File: src/rtl/uart_tx_arbiter.sv
// uart_tx_arbiter: round-robin, message-locked sharing of one uart_tx serializer among NUM_REQ byte requesters
module uart_tx_arbiter #(
  parameter int NUM_REQ = 2,
  parameter int LOCK_TIMEOUT = 1000,
  parameter int CNT_W = 10
) (
  input  logic                 clk,
  input  logic                 rst,
  input  logic [NUM_REQ-1:0]   req_valid,
  input  logic [8*NUM_REQ-1:0] req_data,
  input  logic [NUM_REQ-1:0]   req_last,
  output logic [NUM_REQ-1:0]   req_ready,
  output logic                 tx_start,
  output logic [7:0]           tx_data,
  input  logic                 tx_busy,
  output logic [NUM_REQ-1:0]   grant,
  output logic                 timeout_err
);
  localparam int IW = $clog2(NUM_REQ);
  typedef enum logic [1:0] {IDLE, SEND, WAIT_ACK, WAIT_DONE} state_t;
  state_t state, state_n;
  logic [IW-1:0] owner, owner_n, last_owner, last_owner_n, winner, idx;
  logic [CNT_W-1:0] cnt, cnt_n;
  logic [NUM_REQ-1:0] grant_n;
  logic [7:0] tx_data_n;
  logic last_flag, last_flag_n, tx_start_n, timeout_err_n, accept, expired;
  // Scan downward so the closest requester after last_owner is written last and wins.
  always_comb begin
    winner = last_owner;
    idx = '0;
    for (int k = NUM_REQ - 1; k >= 0; k--) begin
      idx = IW'((int'(last_owner) + 1 + k) % NUM_REQ);
      if (req_valid[idx]) winner = idx;
    end
  end
  assign req_ready = (state == SEND && !tx_busy) ? (req_valid & grant) : '0;
  assign accept = |req_ready;
  assign expired = cnt == CNT_W'(LOCK_TIMEOUT - 1);
  always_comb begin
    state_n = state;
    grant_n = grant;
    owner_n = owner;
    last_owner_n = last_owner;
    cnt_n = cnt;
    last_flag_n = last_flag;
    tx_start_n = 1'b0;
    tx_data_n = tx_data;
    timeout_err_n = 1'b0;
    case (state)
      IDLE: if (|req_valid) begin
        state_n = SEND;
        owner_n = winner;
        grant_n = NUM_REQ'(1) << winner;
        cnt_n = '0;
      end
      SEND: if (accept) begin
        state_n = WAIT_ACK;
        tx_start_n = 1'b1;
        tx_data_n = req_data[{owner, 3'b000} +: 8];
        last_flag_n = req_last[owner];
        cnt_n = '0;
      end else if (expired) begin
        state_n = IDLE;
        grant_n = '0;
        last_owner_n = owner;
        timeout_err_n = 1'b1;
      end else cnt_n = cnt + 1'b1;
      // A serializer that never raises busy must not hold the lock forever.
      WAIT_ACK: if (tx_busy) state_n = WAIT_DONE;
      else if (expired) begin
        state_n = IDLE;
        grant_n = '0;
        last_owner_n = owner;
        timeout_err_n = 1'b1;
      end else cnt_n = cnt + 1'b1;
      WAIT_DONE: if (!tx_busy) begin
        state_n = last_flag ? IDLE : SEND;
        grant_n = last_flag ? '0 : grant;
        last_owner_n = last_flag ? owner : last_owner;
        cnt_n = '0;
      end
      default: state_n = IDLE;
    endcase
  end
  always_ff @(posedge clk) begin
    if (rst) begin
      state <= IDLE;
      grant <= '0;
      owner <= '0;
      last_owner <= IW'(NUM_REQ - 1);
      cnt <= '0;
      last_flag <= 1'b0;
      tx_start <= 1'b0;
      tx_data <= 8'h00;
      timeout_err <= 1'b0;
    end else begin
      state <= state_n;
      grant <= grant_n;
      owner <= owner_n;
      last_owner <= last_owner_n;
      cnt <= cnt_n;
      last_flag <= last_flag_n;
      tx_start <= tx_start_n;
      tx_data <= tx_data_n;
      timeout_err <= timeout_err_n;
    end
  end
endmodule
File: config.mk
export PLATFORM = sky130hd
export DESIGN_NAME = uart_tx_arbiter
export DESIGN_NICKNAME = d
export VERILOG_FILES = /design/src/rtl/uart_tx_arbiter.sv
export SDC_FILE = /design/constraint.sdc
export NUM_CORES = 1
export LEC_CHECK = 0
export BUFFER_PORTS_ARGS = -buffer_cell sky130_fd_sc_hd__buf_2
export CORE_MARGIN = 1
export CORE_UTILIZATION = 55
export CTS_BUF_LIST = sky130_fd_sc_hd__clkbuf_8
export DETAILED_ROUTE_END_ITERATION = 8
export HOLD_SLACK_MARGIN = 0.03
export PLACE_DENSITY = 0.84
export SETUP_SLACK_MARGIN = 0.2
export SLEW_MARGIN = 15
export SYNTH_ARGS = -nofsm -noshare
export SYNTH_HDL_FRONTEND = slang
export SYNTH_SLANG_ARGS = --single-unit
File: constraint.sdc
create_clock -name clk -period 4.7 [get_ports clk]
set_input_delay 0.235 -clock clk [delete_from_list [all_inputs] [get_ports clk]]
set_output_delay 0.235 -clock clk [all_outputs]
set_load 0.01 [all_outputs]
### Word level (Yosys, flattened, before mapping)

Cells that the tools add are included.

* register bits after elaboration: 27
* input bits: 23
* output and inout bits: 14
* word-level logic and storage cells: 81

* add/subtract/negate cells: 3
* $lt $le $gt $ge: 3
* equal/unequal tests: 9
* shift-type cells: 2
* multiplexer cells: 40
* bitwise operators: 2
* reductions and logical operators: 13

Operators with widths (count)
* two-way mux 10 bit: 5
* one-hot mux 10 bit (4 select lines): 1
* two-way mux 2 bit: 12
* two-way mux 1 bit: 18
* one-hot mux 2 bit (4 select lines): 2
* indexed part select 16 x 5 -> 8 bit: 1
* adder 10 x 1 -> 10 bit (second input constant): 1
* equality test 10 bit (second input constant): 1
* != test 2 bit (second input constant): 5
* AND reduction 5 bit: 2
* less-than comparator 1 x 2 -> 1 bit (second input constant): 3
* AND reduction 2 bit: 3
* OR reduction 2 bit: 3
* equality test 2 bit (second input constant): 2
* one-hot mux 1 bit (3 select lines): 1
* AND reduction 3 bit: 1
* nonzero test 3 bit: 1
* adder 1 bit (second input constant): 2
* bitwise AND 2 bit: 1
* equality test 2 x 1 -> 1 bit (second input constant): 1
* logical NOT 2 bit: 1
* one-hot mux 1 bit (2 select lines): 1
* << shifter 1 x 1 -> 2 bit (first input constant): 1
* logical AND 1 bit: 1
* 2 further kinds: 2

### Longest topological paths before layout

Gate-level depths: netlist (run 1).

* word-level depth: 9
* gate-level depth with buffers: 8
* mapped depth without buffers: 6

### Least setup slack after synthesis (run 1)

No wires, ideal clock.

* kind: register to register
* start point: reg state[0]
* end point: reg cnt[3]
* library setup time: 70 ps
* data arrival time: 1764 ps
* data required time: 4630 ps
* slack: 2866 ps
* stages on the path, launching flop included: 9
* buffers on the path: 2
* period minus slack after synthesis: 1834 ps
* path through: dfxtp_1 > inv_1 > ha_1 > buf_2 > o21ai_2 > nand2_1 > clkbuf_1 > or4_1 > a21oi_1

* longest elaborated chain between the ends: 6
* elaborated cells between the ends (all ways): 13
* classes of those cells: 6 x eq/ne; 3 x mux; 4 x reduce/logical

RTL lines
* start, declared: line 21 `state_t state, state_n;`
* start signal, assigned: line 97 `state <= state_n;`
* equality test 2 x 1 -> 1 bit: line 36, 49
* logical AND 1 bit: line 36 `assign req_ready = (state == SEND && !tx_busy) ? (req_valid & grant) : '0;`
* two-way mux 2 bit: line 36
* OR reduction 2 bit: line 37 `assign accept = |req_ready;`
* two-way mux 10 bit: line 56 `SEND: if (accept) begin`
* one-hot mux 10 bit (4 select lines): line 49 `case (state)`
* end signal, assigned: line 101 `cnt <= cnt_n;`
* end, declared: line 23 `logic [CNT_W-1:0] cnt, cnt_n;`

Several ways; a longest one is shown, not always the timed one.
A chain may end at the register's enable or synchronous reset.

### Worst setup path after layout (run 1)

* start point: reg state[0]
* end point: reg cnt[8]

The elaborated chain is that of the path after synthesis.

==> results of run 1 <==
-- stage by stage --
stage | power (uW) | hold WS (ns)
finish | 461.4 | 0.2778
detailed placement | 322.8 | 0.4906
global placement | 319.5 | 0.4825
CTS | 461.5 | 0.2834
floorplan | 298.6 | 0.3965
global route | 478.2 | 0.2942
-- layer usage --
| metal | global-route usage, % | vias to the layer above | wire, um |
|---|---|---|---|
| met5 | 0 | - | 0 |
| met4 | 8.120 | 0 | 35 |
| met3 | 6.111 | 6 | 191 |
| met2 | 43.90 | 58 | 1656 |
| met1 | 28.74 | 650 | 1404 |
| li1 | - | 700 | - |
-- critical path, cell delays in order, from the launching register on --
cell and delay [ns]:
dfxtp_1 0.39, inv_1 0.12, ha_1 0.33, o21ai_2 0.25, nand2_1 0.23, or4_1 0.55, a31oi_1 0.16
-- logic make-up (layout without fill, tap and decap cells) --
kind of cell               Yosys count  in the layout  synth area share (%)
and+or+nand+nor                     67             67                 23.99
AOI/OAI and AO/OA                   38             38                 19.46
DFF                                 27             27                 35.61
buffers and inverters               15             47                 4.451
muxes                               14             14                 9.233
adders and majority gates            6              6                 4.946
xor gates and xnor gates             4              4                 2.309
-- path summary, 6_finish.rpt --
| kind | endpoint | slack, ns | depth (start not counted) |
|---|---|---|---|
| hold reg to reg | tx_data[0] | 0.50 | 2 |
| hold / removal | tx_data[0] | 0.28 | 3 |
| setup / recovery | cnt[8] | 2.61 | 6 |
| setup reg to reg | cnt[8] | 2.61 | 6 |
-- final cells by class --
class,instances,share of cell area (%)
timing repair buffer,36,10.32
sequential,27,30.95
inverter,7,1.504
tap,30,2.149
clock buffer,3,2.364
multi-input combinational,129,52.22
clock inverter,1,0.5014
-- power by group through the flow --
stage / logic, uW / registers, uW / clock network (uW)
after floorplan: 51.7 / 247 / 0
final: 75.5 / 243 / 143
after global routing: 83.6 / 244 / 151
after detailed placement: 74.6 / 248 / 0
after CTS: 74.8 / 243 / 144
after global placement: 71.9 / 248 / 0
-- state kept, by name, indices dropped and copies added, names as in the netlist --
signal / flops
last_owner: 1
grant: 2
state: 2
cnt: 10
last_flag: 1
owner: 1
timeout_err: 1
tx_data: 8
tx_start: 1
-- placed cells by master (no fill, tap or decap), drive strengths merged, types with 3 or more instances in the layout --
master,count
dfxtp,27
o21ai,6
inv,8
clkbuf,3
or4,3
a21oi,8
mux2i,14
nand4,5
nand2,10
nand3,4
a211oi,9
buf,36
or3,4
nand2b,6
ha,6
nor2,21
==> reports/metrics.cfg, run 1 <==
[run_status]
outcome = completed

[pwr]
net_load_switching_power_uw = 129.1
p_int_uw = 332.3
share_comb_of_total_power_pct = 16.4
p_sw_share_pct = 27.99
max-vdd-ir-drop_mv = 0.3049
total_leakage_power_uw = 0.0006792
p_seq_share_pct = 52.7
share_clk_of_total_power_pct = 31.0
p_per_area_mw_per_mm2 = 264.2

[cts]
cts_sinks = 27
post_cts_resize_count = 0
insertion_delay_ns = 0.28
clk_transition_reported_paths_ns = 0.10
buffer_cell_driving_the_clock_tree_root = clkbuf_8
hold_buffers = 0
clock_tree.htree_level_count = 1
cts_setup_buffers = 0
cts_inserted_buffers = 3
cts_max_path_buffers = 2
cts_tree = built

[flow_run]
maxCapViolations = 0

[timing]
skew_ns = 0.003610
worstMarginPinSlew_ns = 0.7421
rsz0062_at_grt = no
final.setup.tns_ns = 0
period_minus_slack_ns = 2.089
timing.final.max_slew_violations = 0
postLayoutSetupSlackWorst_ns = 2.611
timing.max_slew.rel_slack_pct = 50.47
finalHoldViolations = 0
timing.final.crit_share_pct = 44.45
maxClockFrequency_ghz = 0.4786
setup_viol = 0

[final_layout]
finish.instance_area_sq_mm = 0.001747
post_route_cells_drive_above_1_share_pct = 24.14
antennaDiodeCount = 0
area_growth_syn_to_layout_pct = 15.09
num-fill-cells = 195
utilization_after_layout_pct = 68.63
final_net_count = 233
finalNonFillerCells = 233
multi_input_comb_area_sq_um = 912.1
layout.area.seq_sq_um = 540.5

[floorplan]
fp.dieArea_sq_mm = 0.002974
fp.coreArea_sq_mm = 0.002545
die_w_um = 54.53
core.rowCount = 18
chipHeight_um = 54.53
io_pins = 37
floorplan.initialDensity_pct = 59.64

[critical_path]
worst_r2r_startpoint = state[0]
arrival_ns = 2.30
setup.worst_path.class = register to register
max_fo_critical_path = 11
cp-start-kind = register
cp-startpoint = state[0]
worstPathRequired_ns = 4.91
endpoint_kind = register

[synthesis]
synth_most_common_cell = dfxtp_1
netlist-cell-type-count = 48
synth_warnings = 0
post_synth_instance_area_sq_mm = 0.001518
register_bit_count_reported_by_yosys = 27
synthArstFlopShare_pct = 0
syn-instance-count = 171
synth.net_count = 200
most_common_library_cells_after_synthesis = dfxtp_1, nor2_1, mux2i_1
yosys.area.top_type = dfxtp_1
synth-seq-area-share_pct = 35.61
synth_area_leaders = dfxtp_1, mux2i_1, nor2_1, ha_1, a211oi_1
synth_area_per_cell_sq_um = 8.875
synth_largest_type_area_fraction_pct = 35.61
synth_flop_type = dfxtp_1
synth_edf_count = 0

[route]
route.detailed.vias_per_inst = 6.069
count_of_tritonroute_iterations_in_the_first_routing_pass = 4
dr_total_vias = 1414
drt_drc_violations_left = 0
finalWirelength_um = 3287
route.antenna.remaining_nets = 0
drtIter0Drc = 50
avgRoutedWirePerCell_um = 14.11

[placement]
place_ws_ns = 2.492
io_buffer_count = 36
place_inst = 229
dpl_cell_area_sq_mm = 0.001694
global_placer_s_final_weighted_congestion = 0.9084
hpwlAfterDp_um = 2525

[grt]
initial_antenna_violation_count = 0
maximum_number_of_pins_on_one_net_before_global_route_repair = 25
grt_pass1_vias = 1256
gr-total-overflow = 0
grt_first_pass_wirelength_um = 5264
gr-usage-all-layers_pct = 24.75

[hold_path]
hold_start = req_data[0]
min-delay-path-class = primary input to register

Note: power is estimated with default switching activity, not from simulation.
==> run 2, diff against run 1 <==
==> constraint.sdc (replaced) <==
create_clock -name clk -period 2.2 [get_ports clk]
set_input_delay 0.11 -clock clk [delete_from_list [all_inputs] [get_ports clk]]
set_output_delay 0.11 -clock clk [all_outputs]
set_load 0.01 [all_outputs]
==> run 2 against run 1 <==
Effect of this change:
- via count grew 0.35%
- fmax grew 12%
- non-clock buffer count grew 2
- flip-flop and latch count is the same
- wire length grew 5.6%
- power grew 110%
- register-to-register slack lost 2.3 ns
- design area grew 1.6%
- worst hold slack lost 0.12 ns
- critical endpoint unchanged
- largest power group unchanged
==> reports/metrics.cfg, run 2 (synthesis results as in run 1) <==
[cts]
cts_inserted_buffers = 3
cts_sinks = 27
clk_transition_reported_paths_ns = 0.10
clock_tree.htree_level_count = 1
cts_max_path_buffers = 2
cts_setup_buffers = 0
buffer_cell_driving_the_clock_tree_root = clkbuf_8
insertion_delay_ns = 0.28
cts_tree = built

[floorplan]
chipHeight_um = 54.53
fp.dieArea_sq_mm = 0.002974
fp.coreArea_sq_mm = 0.002545
floorplan.initialDensity_pct = 59.64
die_w_um = 54.53
core.rowCount = 18
io_pins = 37

[placement]
io_buffer_count = 36
place_inst = 231
hpwlAfterDp_um = 2610
global_placer_s_final_weighted_congestion = 0.9361

[final_layout]
most_common_cell_after_layout_fill_and_taps_aside = buf_2
layout.area.seq_sq_um = 541.8
largest_reg_flops = 10
final_net_count = 235
area_growth_syn_to_layout_pct = 16.98
multi_input_comb_area_sq_um = 924.6
largest_registers = cnt (10), tx_data (8)
post_route_cells_drive_above_1_share_pct = 26.34
finalNonFillerCells = 235
final_cell_mix = buf_2, dfxtp_1, nor2_1, mux2i_1
antennaDiodeCount = 0
utilization_after_layout_pct = 69.76
num-fill-cells = 202
registers.top_by_ff_count = cnt

[timing]
timing.final.crit_share_pct = 84.93
setup_viol = 0
final.setup.tns_ns = 0
period_minus_slack_ns = 1.868
worstMarginPinSlew_ns = 0.6143
timing.max_slew.rel_slack_pct = 58.99
skew_ns = 0.006989
worst_hold_slack_ns = 0.1580
maxClockFrequency_ghz = 0.5352
timing.final.max_slew_violations = 0
finalHoldViolations = 0
rsz0062_at_grt = no

[critical_path]
crit_path_top_delay_cell = or4_1
length_in_cells_of_the_worst_reg_to_reg_path = 6
critPathBufInv = 1
cp-start-kind = register
crit_cells = 6
endpoint_kind = register
critical_path_cell_list = inv_1 -> ha_2 -> or2_2 -> o311ai_1 -> or4_1 -> a31oi_1
max_fo_critical_path = 9
critical-path-top-delay-family = simple AND/OR/NAND/NOR gates
arrival_ns = 2.07
setup.worst_path.class = register to register
cpPeakStageDelay_ns = 0.49
worstPathRequired_ns = 2.40

[grt]
grt_pass1_vias = 1264
met1_usage_pct = 29.68
global_route.usage.met2_pct = 45.12
initial_antenna_violation_count = 0
grt_first_pass_wirelength_um = 5375
grt_util_met3_pct = 5.278
busiest_layer = met2
gr-total-overflow = 0
maximum_number_of_pins_on_one_net_before_global_route_repair = 25
gr-usage-all-layers_pct = 25.30

[pwr]
p_per_area_mw_per_mm2 = 554.6
p_sw_share_pct = 27.53
total_leakage_power_uw = 0.0006893
p_int_uw = 713.6
p_seq_share_pct = 52.8
share_comb_of_total_power_pct = 16.8
net_load_switching_power_uw = 271.1
share_clk_of_total_power_pct = 30.4
max-vdd-ir-drop_mv = 0.5953

[run_status]
outcome = completed

[route]
drtIter0Drc = 57
drt_drc_violations_left = 0
route.antenna.remaining_nets = 0
finalWirelength_um = 3471
avgRoutedWirePerCell_um = 14.77
dr_total_vias = 1419
count_of_tritonroute_iterations_in_the_first_routing_pass = 4
route.detailed.vias_per_inst = 6.038

[flow_run]
maxCapViolations = 0

[hold_path]
worstHoldPathCells = 3
min-delay-path-class = primary input to register

[run 2: changes by cell type in the layout (fill, tap and decap cells not counted), sizes merged]
| cell | previous run | this run |
|---|---|---|
| buf | 36 | 38 |
[run 2: through the flow]
stage               total power [uW]  setup WS [ns]  area (sq um)
CTS                            991.8         0.2485          1764
global placement               685.7         0.2613          1709
floorplan                      637.9         0.3660          1518
finish                         984.6         0.3315          1775
detailed placement             692.9         0.1115          1709
global route                    1034         0.2133          1775
[run 2: final cells by class]
cell class	instances	share of cell area (%)
multi-input cells	129	52.08
flip-flops and latches	27	30.51
repair buffers	38	10.99
clock buffers	3	2.326
well taps	30	2.114
inverters	7	1.480
clock inverters	1	0.4933
[run 2: tightest hold or removal path: stages]
cell and delay (ns):
buf_2 0.09, mux2i_1 0.11, a211oi_1 0.08
[run 2: power groups by stage]
stage                     Combinational (uW)  Sequential [uW]  Clock (uW)
final                                    165              520         299
after detailed placement                 162              531           0
after global placement                   157              529           0
after CTS                                163              520         309
after global routing                     181              523         330
after floorplan                          111              527           0
[run 2: per-layer routing]
layer	part of all wire, %	vias to the layer above
li1	-	703
met1	43	644
met2	51	68
met3	6.2	4
met4	0.78	0
met5	0	-
[run 2: worst paths after layout]
kind,start,endpoint,slack (ns)
worst max-delay path,state[0],cnt[8],0.33
worst min-delay path,req_last[0],last_flag,0.16
worst max register to register,state[0],cnt[8],0.33
worst min register to register,tx_data[6],tx_data[6],0.50
[run 2: repair_timing]
item | in CTS | in global routing
pin swaps | 1 | 0
hold buffers | 0 | 0
resized for setup | 2 | 3
endpoints found under the setup margin | 2 | 2
